`src/rtl/cl_cfg_reg_pkg.sv`:
```
// Shared definitions for the cfg-bus register slave: register offsets,
// FSM state encoding and the read value returned for unmapped offsets.
package cl_cfg_reg_pkg;

    localparam logic [7:0] REG_ID       = 8'h00;
    localparam logic [7:0] REG_SCRATCH  = 8'h04;
    localparam logic [7:0] REG_CTRL     = 8'h08;
    localparam logic [7:0] REG_STATUS   = 8'h0C;
    localparam logic [7:0] REG_TS_LO    = 8'h10;
    localparam logic [7:0] REG_TS_HI    = 8'h14;
    localparam logic [7:0] REG_EVT      = 8'h18;
    localparam logic [7:0] REG_PROT_ERR = 8'h1C;

    localparam logic [31:0] DEADBEEF = 32'hDEAD_BEEF;

    typedef enum logic [1:0] {IDLE, WAIT, ACK} cfg_slv_state_t;

endpackage

```
`src/rtl/cl_cfg_reg_slv_if.sv`:
```
// Cfg-bus slot: single-cycle wr/rd pulses in, single-cycle ack with rdata out.
interface cl_cfg_reg_slv_if;

    logic [31:0] cfg_addr;
    logic [31:0] cfg_wdata;
    logic        cfg_wr;
    logic        cfg_rd;
    logic        cfg_ack;
    logic [31:0] cfg_rdata;

    modport master (output cfg_addr, cfg_wdata, cfg_wr, cfg_rd,
                    input  cfg_ack, cfg_rdata);
    modport slave  (input  cfg_addr, cfg_wdata, cfg_wr, cfg_rd,
                    output cfg_ack, cfg_rdata);

endinterface

```
`src/rtl/cl_cfg_ts_cnt.sv`:
```
// Free-running CNT_W timestamp with synchronous clear and enable. wrap_o
// pulses in the cycle the all-ones value rolls over. snap_i (a TS_LO read)
// latches the upper word so a following TS_HI read is coherent with it.
module cl_cfg_ts_cnt #(
    parameter int CNT_W = 48
) (
    input  logic        clk,
    input  logic        rst_n,
    input  logic        en_i,
    input  logic        clr_i,
    input  logic        snap_i,
    output logic [31:0] ts_lo_o,
    output logic [31:0] ts_hi_o,
    output logic        wrap_o
);

    logic [CNT_W-1:0] cnt_q, cnt_d;
    logic [31:0]      shadow_q;
    logic [63:0]      ts64;

    assign ts64    = 64'(cnt_q);
    assign ts_lo_o = ts64[31:0];
    assign ts_hi_o = shadow_q;
    assign wrap_o  = en_i && !clr_i && (&cnt_q);

    // Clear has priority over counting
    always_comb begin
        cnt_d = cnt_q;
        if (clr_i)     cnt_d = '0;
        else if (en_i) cnt_d = cnt_q + CNT_W'(1);
    end

    // Counter and high-word snapshot registers
    always_ff @(posedge clk or negedge rst_n) begin
        if (!rst_n) begin
            cnt_q    <= '0;
            shadow_q <= '0;
        end else begin
            cnt_q <= cnt_d;
            if (snap_i) shadow_q <= ts64[63:32];
        end
    end

endmodule

```
`src/rtl/cl_cfg_reg_slv.sv`:
```
// Cfg-bus register slave: ID, scratch, control, status, timestamp, event
// counter and protocol-error counter behind a fixed-latency ack FSM.
// Build option: CL_CFG_REG_TIMESTAMP_EN builds the timestamp counter, its
// shadow register and STATUS[0]; without it TS_LO/TS_HI read 0.
module cl_cfg_reg_slv #(
    parameter logic [31:0] ID_VALUE = 32'hF00D_0001,
    parameter int          ACK_LAT  = 2,
    parameter int          CNT_W    = 48
) (
    input  logic             clk,
    input  logic             sync_rst_n,
    cl_cfg_reg_slv_if.slave  cfg,
    input  logic             evt_in,
    output logic             cnt_en_o
);

    import cl_cfg_reg_pkg::*;

    if (CNT_W < 33 || CNT_W > 64 || ACK_LAT < 1 || ACK_LAT > 15) begin : g_bad_param
        $error("cl_cfg_reg_slv: CNT_W or ACK_LAT out of range");
    end

    localparam logic [3:0] LAT_LOAD = 4'(ACK_LAT - 1);

    cfg_slv_state_t state_q;
    logic [3:0]     lat_q;
    logic [7:0]     off_q;
    logic [31:0]    wdata_q;
    logic           is_wr_q;

    logic [31:0] scratch_q, evt_q, evt_d, perr_q;
    logic        en_q;
    logic [1:0]  status_q, status_d, status_set, status_w1c;

    logic        req, in_ack, acc_wr, acc_rd, prot_evt, ctrl_clr, evt_cnt;
    logic [31:0] rd_mux, ts_lo, ts_hi;
    logic        ts_wrap;
    logic        unused_addr_bits;

    assign unused_addr_bits = ^{cfg.cfg_addr[31:8], cfg.cfg_addr[1:0]};

    assign req      = cfg.cfg_wr | cfg.cfg_rd;
    assign in_ack   = (state_q == ACK);
    assign acc_wr   = in_ack &&  is_wr_q;
    assign acc_rd   = in_ack && !is_wr_q;
    // Simultaneous wr+rd while idle, or any pulse while busy, is a protocol error
    assign prot_evt = (state_q == IDLE) ? (cfg.cfg_wr & cfg.cfg_rd) : req;
    assign ctrl_clr = acc_wr && (off_q == REG_CTRL) && wdata_q[1];
    assign evt_cnt  = en_q && evt_in && !ctrl_clr;

    assign cfg.cfg_ack   = in_ack;
    assign cfg.cfg_rdata = acc_rd ? rd_mux : 32'd0;
    assign cnt_en_o      = en_q;

`ifdef CL_CFG_REG_TIMESTAMP_EN
    logic ts_snap;
    assign ts_snap = acc_rd && (off_q == REG_TS_LO);

    cl_cfg_ts_cnt #(.CNT_W(CNT_W)) u_ts (
        .clk     (clk),
        .rst_n   (sync_rst_n),
        .en_i    (en_q),
        .clr_i   (ctrl_clr),
        .snap_i  (ts_snap),
        .ts_lo_o (ts_lo),
        .ts_hi_o (ts_hi),
        .wrap_o  (ts_wrap)
    );
`else
    assign ts_lo   = 32'd0;
    assign ts_hi   = 32'd0;
    assign ts_wrap = 1'b0;
`endif

    // Sticky status: a set in the same cycle as its W1C wins
    always_comb begin
        status_set = {evt_cnt && (&evt_q[31:1]), ts_wrap};
        status_w1c = (acc_wr && off_q == REG_STATUS) ? wdata_q[1:0] : 2'b00;
        status_d   = (status_q & ~status_w1c) | status_set;
    end

    // Saturating event counter; clear wins over a same-cycle event
    always_comb begin
        evt_d = evt_q;
        if (ctrl_clr)                    evt_d = 32'd0;
        else if (evt_cnt && evt_q != '1) evt_d = evt_q + 32'd1;
    end

    // Read data mux, indexed by the captured word offset
    always_comb begin
        rd_mux = DEADBEEF;
        case (off_q)
            REG_ID:       rd_mux = ID_VALUE;
            REG_SCRATCH:  rd_mux = scratch_q;
            REG_CTRL:     rd_mux = {31'd0, en_q};
            REG_STATUS:   rd_mux = {30'd0, status_q};
            REG_TS_LO:    rd_mux = ts_lo;
            REG_TS_HI:    rd_mux = ts_hi;
            REG_EVT:      rd_mux = evt_q;
            REG_PROT_ERR: rd_mux = perr_q;
            default:      rd_mux = DEADBEEF;
        endcase
    end

    // Access FSM: capture request, count down latency, one ack cycle
    always_ff @(posedge clk or negedge sync_rst_n) begin
        if (!sync_rst_n) begin
            state_q <= IDLE;
            lat_q   <= 4'd0;
            off_q   <= 8'd0;
            wdata_q <= 32'd0;
            is_wr_q <= 1'b0;
        end else begin
            case (state_q)
                IDLE: if (req) begin
                    off_q   <= {cfg.cfg_addr[7:2], 2'b00};
                    wdata_q <= cfg.cfg_wdata;
                    is_wr_q <= cfg.cfg_wr;
                    lat_q   <= LAT_LOAD;
                    state_q <= (ACK_LAT == 1) ? ACK : WAIT;
                end
                WAIT: begin
                    lat_q <= lat_q - 4'd1;
                    if (lat_q <= 4'd1) state_q <= ACK;
                end
                ACK:     state_q <= IDLE;
                default: state_q <= IDLE;
            endcase
        end
    end

    // Register file updates, applied at the end of the ack cycle
    always_ff @(posedge clk or negedge sync_rst_n) begin
        if (!sync_rst_n) begin
            scratch_q <= 32'd0;
            en_q      <= 1'b0;
            status_q  <= 2'b00;
            evt_q     <= 32'd0;
            perr_q    <= 32'd0;
        end else begin
            if (acc_wr && off_q == REG_SCRATCH) scratch_q <= wdata_q;
            if (acc_wr && off_q == REG_CTRL)    en_q      <= wdata_q[0];
            status_q <= status_d;
            evt_q    <= evt_d;
            if (prot_evt && perr_q != '1) perr_q <= perr_q + 32'd1;
        end
    end

endmodule
```
`src/flat_wrapper.sv`:
```
// flat-port wrapper written by rule: the top's interface ports become plain ports
module cl_cfg_reg_slv_flat import cl_cfg_reg_pkg::*;
#(
    parameter logic [31:0] ID_VALUE = 32'hF00D_0001,
    parameter int          ACK_LAT  = 2,
    parameter int          CNT_W    = 48
)
  (clk, sync_rst_n, evt_in, cnt_en_o, cfg_cfg_addr, cfg_cfg_wdata, cfg_cfg_wr, cfg_cfg_rd, cfg_cfg_ack, cfg_cfg_rdata);
  cl_cfg_reg_slv_if cfg_i ();
  input  logic clk;
  input  logic sync_rst_n;
  input  logic evt_in;
  output logic cnt_en_o;
  input wire logic [$bits(cfg_i.cfg_addr)-1:0] cfg_cfg_addr;
  input wire logic [$bits(cfg_i.cfg_wdata)-1:0] cfg_cfg_wdata;
  input wire logic [$bits(cfg_i.cfg_wr)-1:0] cfg_cfg_wr;
  input wire logic [$bits(cfg_i.cfg_rd)-1:0] cfg_cfg_rd;
  output wire logic [$bits(cfg_i.cfg_ack)-1:0] cfg_cfg_ack;
  output wire logic [$bits(cfg_i.cfg_rdata)-1:0] cfg_cfg_rdata;
  assign cfg_i.cfg_addr = cfg_cfg_addr;
  assign cfg_i.cfg_wdata = cfg_cfg_wdata;
  assign cfg_i.cfg_wr = cfg_cfg_wr;
  assign cfg_i.cfg_rd = cfg_cfg_rd;
  assign cfg_cfg_ack = cfg_i.cfg_ack;
  assign cfg_cfg_rdata = cfg_i.cfg_rdata;
  cl_cfg_reg_slv #(.ID_VALUE(ID_VALUE), .ACK_LAT(ACK_LAT), .CNT_W(CNT_W)) u_core (.clk(clk), .sync_rst_n(sync_rst_n), .cfg(cfg_i), .evt_in(evt_in), .cnt_en_o(cnt_en_o));
endmodule
```
`config.mk`:
```
export PLATFORM = sky130hd
export DESIGN_NAME = cl_cfg_reg_slv_flat
export DESIGN_NICKNAME = d
export VERILOG_FILES = /design/src/rtl/cl_cfg_reg_pkg.sv /design/src/rtl/cl_cfg_reg_slv_if.sv /design/src/rtl/cl_cfg_ts_cnt.sv /design/src/rtl/cl_cfg_reg_slv.sv /design/src/flat_wrapper.sv
export SDC_FILE = /design/constraint.sdc
export NUM_CORES = 1
export LEC_CHECK = 0
export CORE_UTILIZATION = 25
export DETAILED_ROUTE_END_ITERATION = 16
export REMOVE_ABC_BUFFERS = 1
export SYNTH_ARGS = -nofsm -noshare
export SYNTH_HDL_FRONTEND = slang
export SYNTH_SLANG_ARGS = --single-unit
```
`constraint.sdc`:
```
create_clock -name clk -period 4.2 [get_ports clk]
set_clock_uncertainty 0.1 [all_clocks]
set_input_delay 0.63 -clock clk [delete_from_list [all_inputs] [get_ports clk]]
set_output_delay 0.63 -clock clk [all_outputs]
set_load 0.1 [all_outputs]
```
# Word-level counts from Yosys, hierarchy flattened
# Cells that the tools add are included.
# totals
latchBits	0
rom_bits	0
output_inout_bits	34
input_bits	69
memories	0
regBits	144
elab_cells	65
ramBits	0
# op_classes
mul	0
div_mod_pow	0
shift	0
n_eq_ne	13
magnitude_cmp	1
n_mux	11
bitwise_logic	5
n_reduce_logical	22
add_sub_neg	3
# op_table
op	count
$pmux W32 S7	1
$mux W32	3
$add A32 B1 Y32 const B	2
$ne A32 B32 Y1 const B	2
$reduce_and A31 Y1	1
$eq A6 B3 Y1 const B	4
$eq A6 B2 Y1 const B	2
$logic_and A1 B1 Y1	11
$logic_not A8 Y1	1
$pmux W4 S2	1
$eq A6 B1 Y1 const B	1
$mux W2	3
$reduce_and A2 Y1	3
$le A4 B1 Y1 const B	1
$mux W4	1
$ne A2 B1 Y1 const B	2
$pmux W2 S2	1
$reduce_bool A2 Y1	2
$sub A4 B1 Y4 const B	1
$and A2 B2 Y2	1
$eq A2 B1 Y1 const B	1
$eq A2 B2 Y1 const B	1
$logic_not A1 Y1	2
$logic_not A2 Y1	1
other kinds (6)	6

# Depth between registers and ports, before layout
# logic_depth
depth_word	9
ltp_mapped	8
mapped_depth_nobuf	6

# Worst setup path before layout
# Ideal clock, no wire load.
# synth_path
kind	register to output
from	register u_core.state_q[0]
to	output port cfg_cfg_rdata[29]
required_time_ps	3470
stages_incl_launch_ff	7
slack_ps	-1330
t_arrival_ps	4800
cell_sequence	dfrtp_1 > nor2b_1 > nand2b_1 > clkbuf_1 > nand2b_1 > clkbuf_1 > a311oi_1
# synth_via
elab_chain_cells	3
# synth_lines
element	line_no	source
from (decl)	cl_cfg_reg_slv.sv:25	cfg_slv_state_t state_q;
from (signal assigned)	cl_cfg_reg_slv.sv:120	state_q <= (ACK_LAT == 1) ? ACK : WAIT;
$eq A2 B2 Y1	cl_cfg_reg_slv.sv:43	assign in_ack = (state_q == ACK);
named net cfg_cfg_ack	flat_wrapper.sv:18	output wire logic [$bits(cfg_i.cfg_ack)-1:0] cfg_cfg_ack;
$logic_and A1 B1 Y1	cl_cfg_reg_slv.sv:45	assign acc_rd = in_ack && !is_wr_q;
$mux W32	cl_cfg_reg_slv.sv:52	assign cfg.cfg_rdata = acc_rd ? rd_mux : 32'd0;
to (decl)	flat_wrapper.sv:19	output wire logic [$bits(cfg_i.cfg_rdata)-1:0] cfg_cfg_rdata;
# The timed path passes the listed nets, and every way through them passes these cells.

# Worst setup path after layout
# layout_path
from	register u_core.off_q[2]
to	output port cfg_cfg_rdata[17]
# layout_via
elab_chain_cells	4
# layout_lines
element	line_no	source
from (decl)	cl_cfg_reg_slv.sv:27	logic [7:0] off_q;
from (signal assigned)	cl_cfg_reg_slv.sv:116	off_q <= {cfg.cfg_addr[7:2], 2'b00};
$eq A6 B3 Y1	cl_cfg_reg_slv.sv:92	case (off_q)
$reduce_or A2 Y1 (no line)	n/a	
$pmux W32 S7 (*)	cl_cfg_reg_slv.sv:92	
$mux W32 (*)	cl_cfg_reg_slv.sv:52	
# Mark *: on every way between the ends. The rest lies on a longest branch, timed or not.

==> results.py <==
metrics = {
    "logic_synthesis": {
        "syn_avg_cell_area_um2": 9.63,
        "synth-seq-cells": 144,
        "synthSimpleGateAreaFrac_pct": 22.7,
        "synth_xor_area_share_pct": 4.02,
        "async_flop_share_pct": 100,
        "synthMuxAreaShare_pct": 5.30,
        "yosys_most_used_dff": "dfrtp_1",
        "syn_inst": 770,
        "synth_top_family_by_area": "simple AND/OR/NAND/NOR gates",
        "synthAdderAreaFrac_pct": 0.675,
        "netlist-cell-type-count": 63,
        "ys_seq_area_share_pct": 48.6,
        "synth_compound_area_share_pct": 14.7,
        "synth_warnings": 0,
        "synth-edff-count": 0,
        "synthesis.area_um2": 7410,
    },
    "power_and_ir_drop": {
        "power.leakage_nw": 3.95,
        "vdd_drop_max_v": 0.000285,
        "p_per_area_nw_per_um2": 524,
    },
    "worst_setup_path": {
        "crit_required_ns": 3.47,
        "cp_slowest_cell": "dfrtp_1",
        "arrival_ns": 2.73,
        "path_class": "reg2out",
        "worst-path-buf-inv": 2,
        "endpoint_kind": "primary output",
        "start_kind": "register",
        "critical-path-top-delay-family": "simple AND/OR/NAND/NOR gates",
        "crit_path_cell_trace": "nor2b_1 -> and3_1 -> buf_4 -> a22oi_1 -> a21oi_1 -> buf_12",
        "crit_fanout": 21,
        "critical-path-max-stage-delay_ns": 0.60,
    },
    "die": {
        "fp.dieH_um": 174,
        "initial_core_util_pct": 25.6,
        "ios": 103,
        "rows": 62,
        "core_area_um2": 28900,
        "dieArea_um2": 30300,
        "die_x_um": 174,
    },
    "global_route": {
        "grt_use_total_pct": 13.6,
        "grt_overflow": 0,
        "grt_pass1_wl_mm": 32.3,
        "grt_pass1_vias": 5860,
        "antenna_found_initial": 0,
        "grt_start_max_net_pins": 74,
    },
    "clock_tree": {
        "cts_tree": "yes",
        "post_cts_buffers": 0,
        "cts_buffers": 17,
        "clkLatencyLatePin_ns": 0.43,
        "h-tree-depth": 4,
        "clk_pin_slew_ns": 0.06,
        "cts-root-buf": "clkbuf_16",
        "cts.sinks": 144,
        "cts_resized": 0,
        "clockBufferDepth": 2,
        "cts_hold_buf": 0,
    },
    "sta": {
        "worst_pin_slew_ns": 1.08,
        "finalCritPeriodShare_pct": 82.4,
        "tns_ns": 0,
        "rsz0062_at_grt": "no",
        "period_minus_slack_ns": 3.46,
        "setup_ws_ns": 0.738,
        "holdWs_ns": 0.105,
        "drv_slew": 0,
        "hold_viol_final": 0,
        "slew_headroom_pct": 27.6,
        "max_freq_ghz": 0.289,
        "setup_viol": 0,
    },
    "final_layout": {
        "post-route-util_pct": 32.5,
        "fill_cells": 2922,
        "antenna_cells": 0,
        "nNetsFinal": 902,
        "register_area_um2": 3600,
        "drive_gt1_share_pct": 18.2,
        "areaGrowthSynthToFinish_pct": 26.9,
        "multi_input_area_um2": 3520,
    },
    "run": {
        "maxCapViolCount": 0,
    },
    "detailed_routing": {
        "drt_iter0_markers": 456,
        "routed_wl_mm": 19.5,
        "wl_per_cell_um": 15.9,
        "antenna_left": 0,
        "viasPerCell": 4.87,
        "drc": 0,
        "vias": 5971,
        "drt-pass1-iter-count": 5,
    },
    "place": {
        "port_buffers": 76,
        "hpwl_mm": 14.0,
        "dp_slack_ns": 1.19,
        "gp_congestion": 0.864,
    },
    "run_status": {
        "outcome": "finished clean",
    },
    "hold_path": {
        "hold_path_class": "in2async",
    },
}
## report_power, final
part	switching, mW	internal, mW
combinational	0.953	0.549
sequential	0.266	1.69
clock	0.624	0.841
## layer usage
layer  GRT usage [%]  vias to the layer above  share of wire [%]
li1                -                     2876                  -
met1            18.2                     2909                 46
met2            21.2                      161                 47
met3            2.91                       25                4.5
met4            5.67                        0                2.3
met5               0                        -                  0
## Yosys cell counts, types with 5 or more instances
cell	instances	area share, %
o21ai_1	12	0.81
nand4_1	24	2.0
and3_1	13	1.1
a21oi_1	54	3.6
a221oi_1	7	0.83
dfrtp_1	144	49
or4_1	7	0.71
or3_1	14	1.2
or3_2	5	0.51
inv_1	11	0.56
clkbuf_1	29	1.5
xnor2_1	29	3.4
nor3_1	9	0.61
buf_2	8	0.54
a31oi_1	5	0.42
and4_1	7	0.83
o21a_1	8	0.81
and2_1	7	0.59
mux2_2	34	5.2
a21oi_2	17	2.0
nand3_1	32	2.2
nand2_1	159	8.1
a22oi_1	23	2.3
nor2_1	24	1.2
o21ai_0	11	0.74
xor2_1	5	0.59
## cell usage in the layout (no fill, tap or decap), types with 8 or more instances in the layout
cell type and n:
a21oi_1 54, dfrtp_1 144, o21ai_1 11, buf_12 33, buf_4 11, and3_1 13, or3_1 14, nand4_1 24
o21a_1 8, nor2_1 24, nor3_1 9, xnor2_1 29, nand3_1 32, a22oi_1 23, clkdlybuf4s50_1 43, nand2_1 159
inv_1 11, clkbuf_16 17, o21ai_0 11, mux2_2 34, a21oi_2 17
## worst register-to-register path, delay by kind of cell (launching register included)
kind	cells	cell delay [ns]
AO/OA/AOI/OAI	2	0.60
buffers and inverters	1	0.39
AND/OR/NAND/NOR	3	0.96
flip-flops	1	0.53
## final timing paths
| path | end | startpoint | slack (ns) | cells after the start |
|---|---|---|---|---|
| hold reg to reg | u_core.wdata_q[12]$_DFFE_PN0P_ | u_core.wdata_q[12]$_DFFE_PN0P_ | 0.37 | 2 |
| setup reg to reg | u_core.evt_q[21]$_DFFE_PN0P_ | u_core.evt_q[13]$_DFFE_PN0P_ | 1.47 | 6 |
| hold / removal | u_core.wdata_q[24]$_DFFE_PN0P_ | sync_rst_n | 0.11 | 1 |
| min in group clk | u_core.wdata_q[12]$_DFFE_PN0P_ | u_core.wdata_q[12]$_DFFE_PN0P_ | 0.37 | 2 |
| max in group asynchronous | u_core.evt_q[2]$_DFFE_PN0P_ | sync_rst_n | 3.05 | 2 |
| setup / recovery | cfg_cfg_rdata[17] | u_core.off_q[2]$_DFFE_PN0P_ | 0.74 | 6 |
## sequential cells by signal (all words and copies together), names as in the netlist
name and count:
u_core.perr_q 32, u_core.off_q 6, u_core.evt_q 32, u_core.wdata_q 32
u_core.status_q 2, u_core.lat_q 4, u_core.state_q 2, u_core.cnt_en_o 1
u_core.scratch_q 32, u_core.is_wr_q 1
## cells by family (layout without fill, tap and decap cells)
logic type,count (synthesis),after routing
compound gates,162,162
xor+xnor,34,34
fa+ha+maj,4,4
buf+inv,59,131
flops,144,144
mux,35,35
simple gates,332,332
## stage by stage
stage | cells | power [mW] | cell area (um2)
5_1_grt | 1226 | 5.23 | 9410
6_report | 1226 | 4.93 | 9410
3_3_place_gp | 1194 | 3.47 | 8830
3_5_place_dp | 1194 | 3.51 | 8830
2_1_floorplan | 722 | 2.90 | 7160
4_1_cts | 1226 | 4.99 | 9410
## layout make-up
class | instances | share of cell area [%]
inverter | 11 | 0.439
sequential | 144 | 38.3
clock inverter | 13 | 1.37
tap | 384 | 5.11
clock buffer | 19 | 4.71
multi-input combinational | 567 | 37.5
timing repair buffer | 88 | 12.6
No activity file was read; power rests on OpenSTA's default activity.
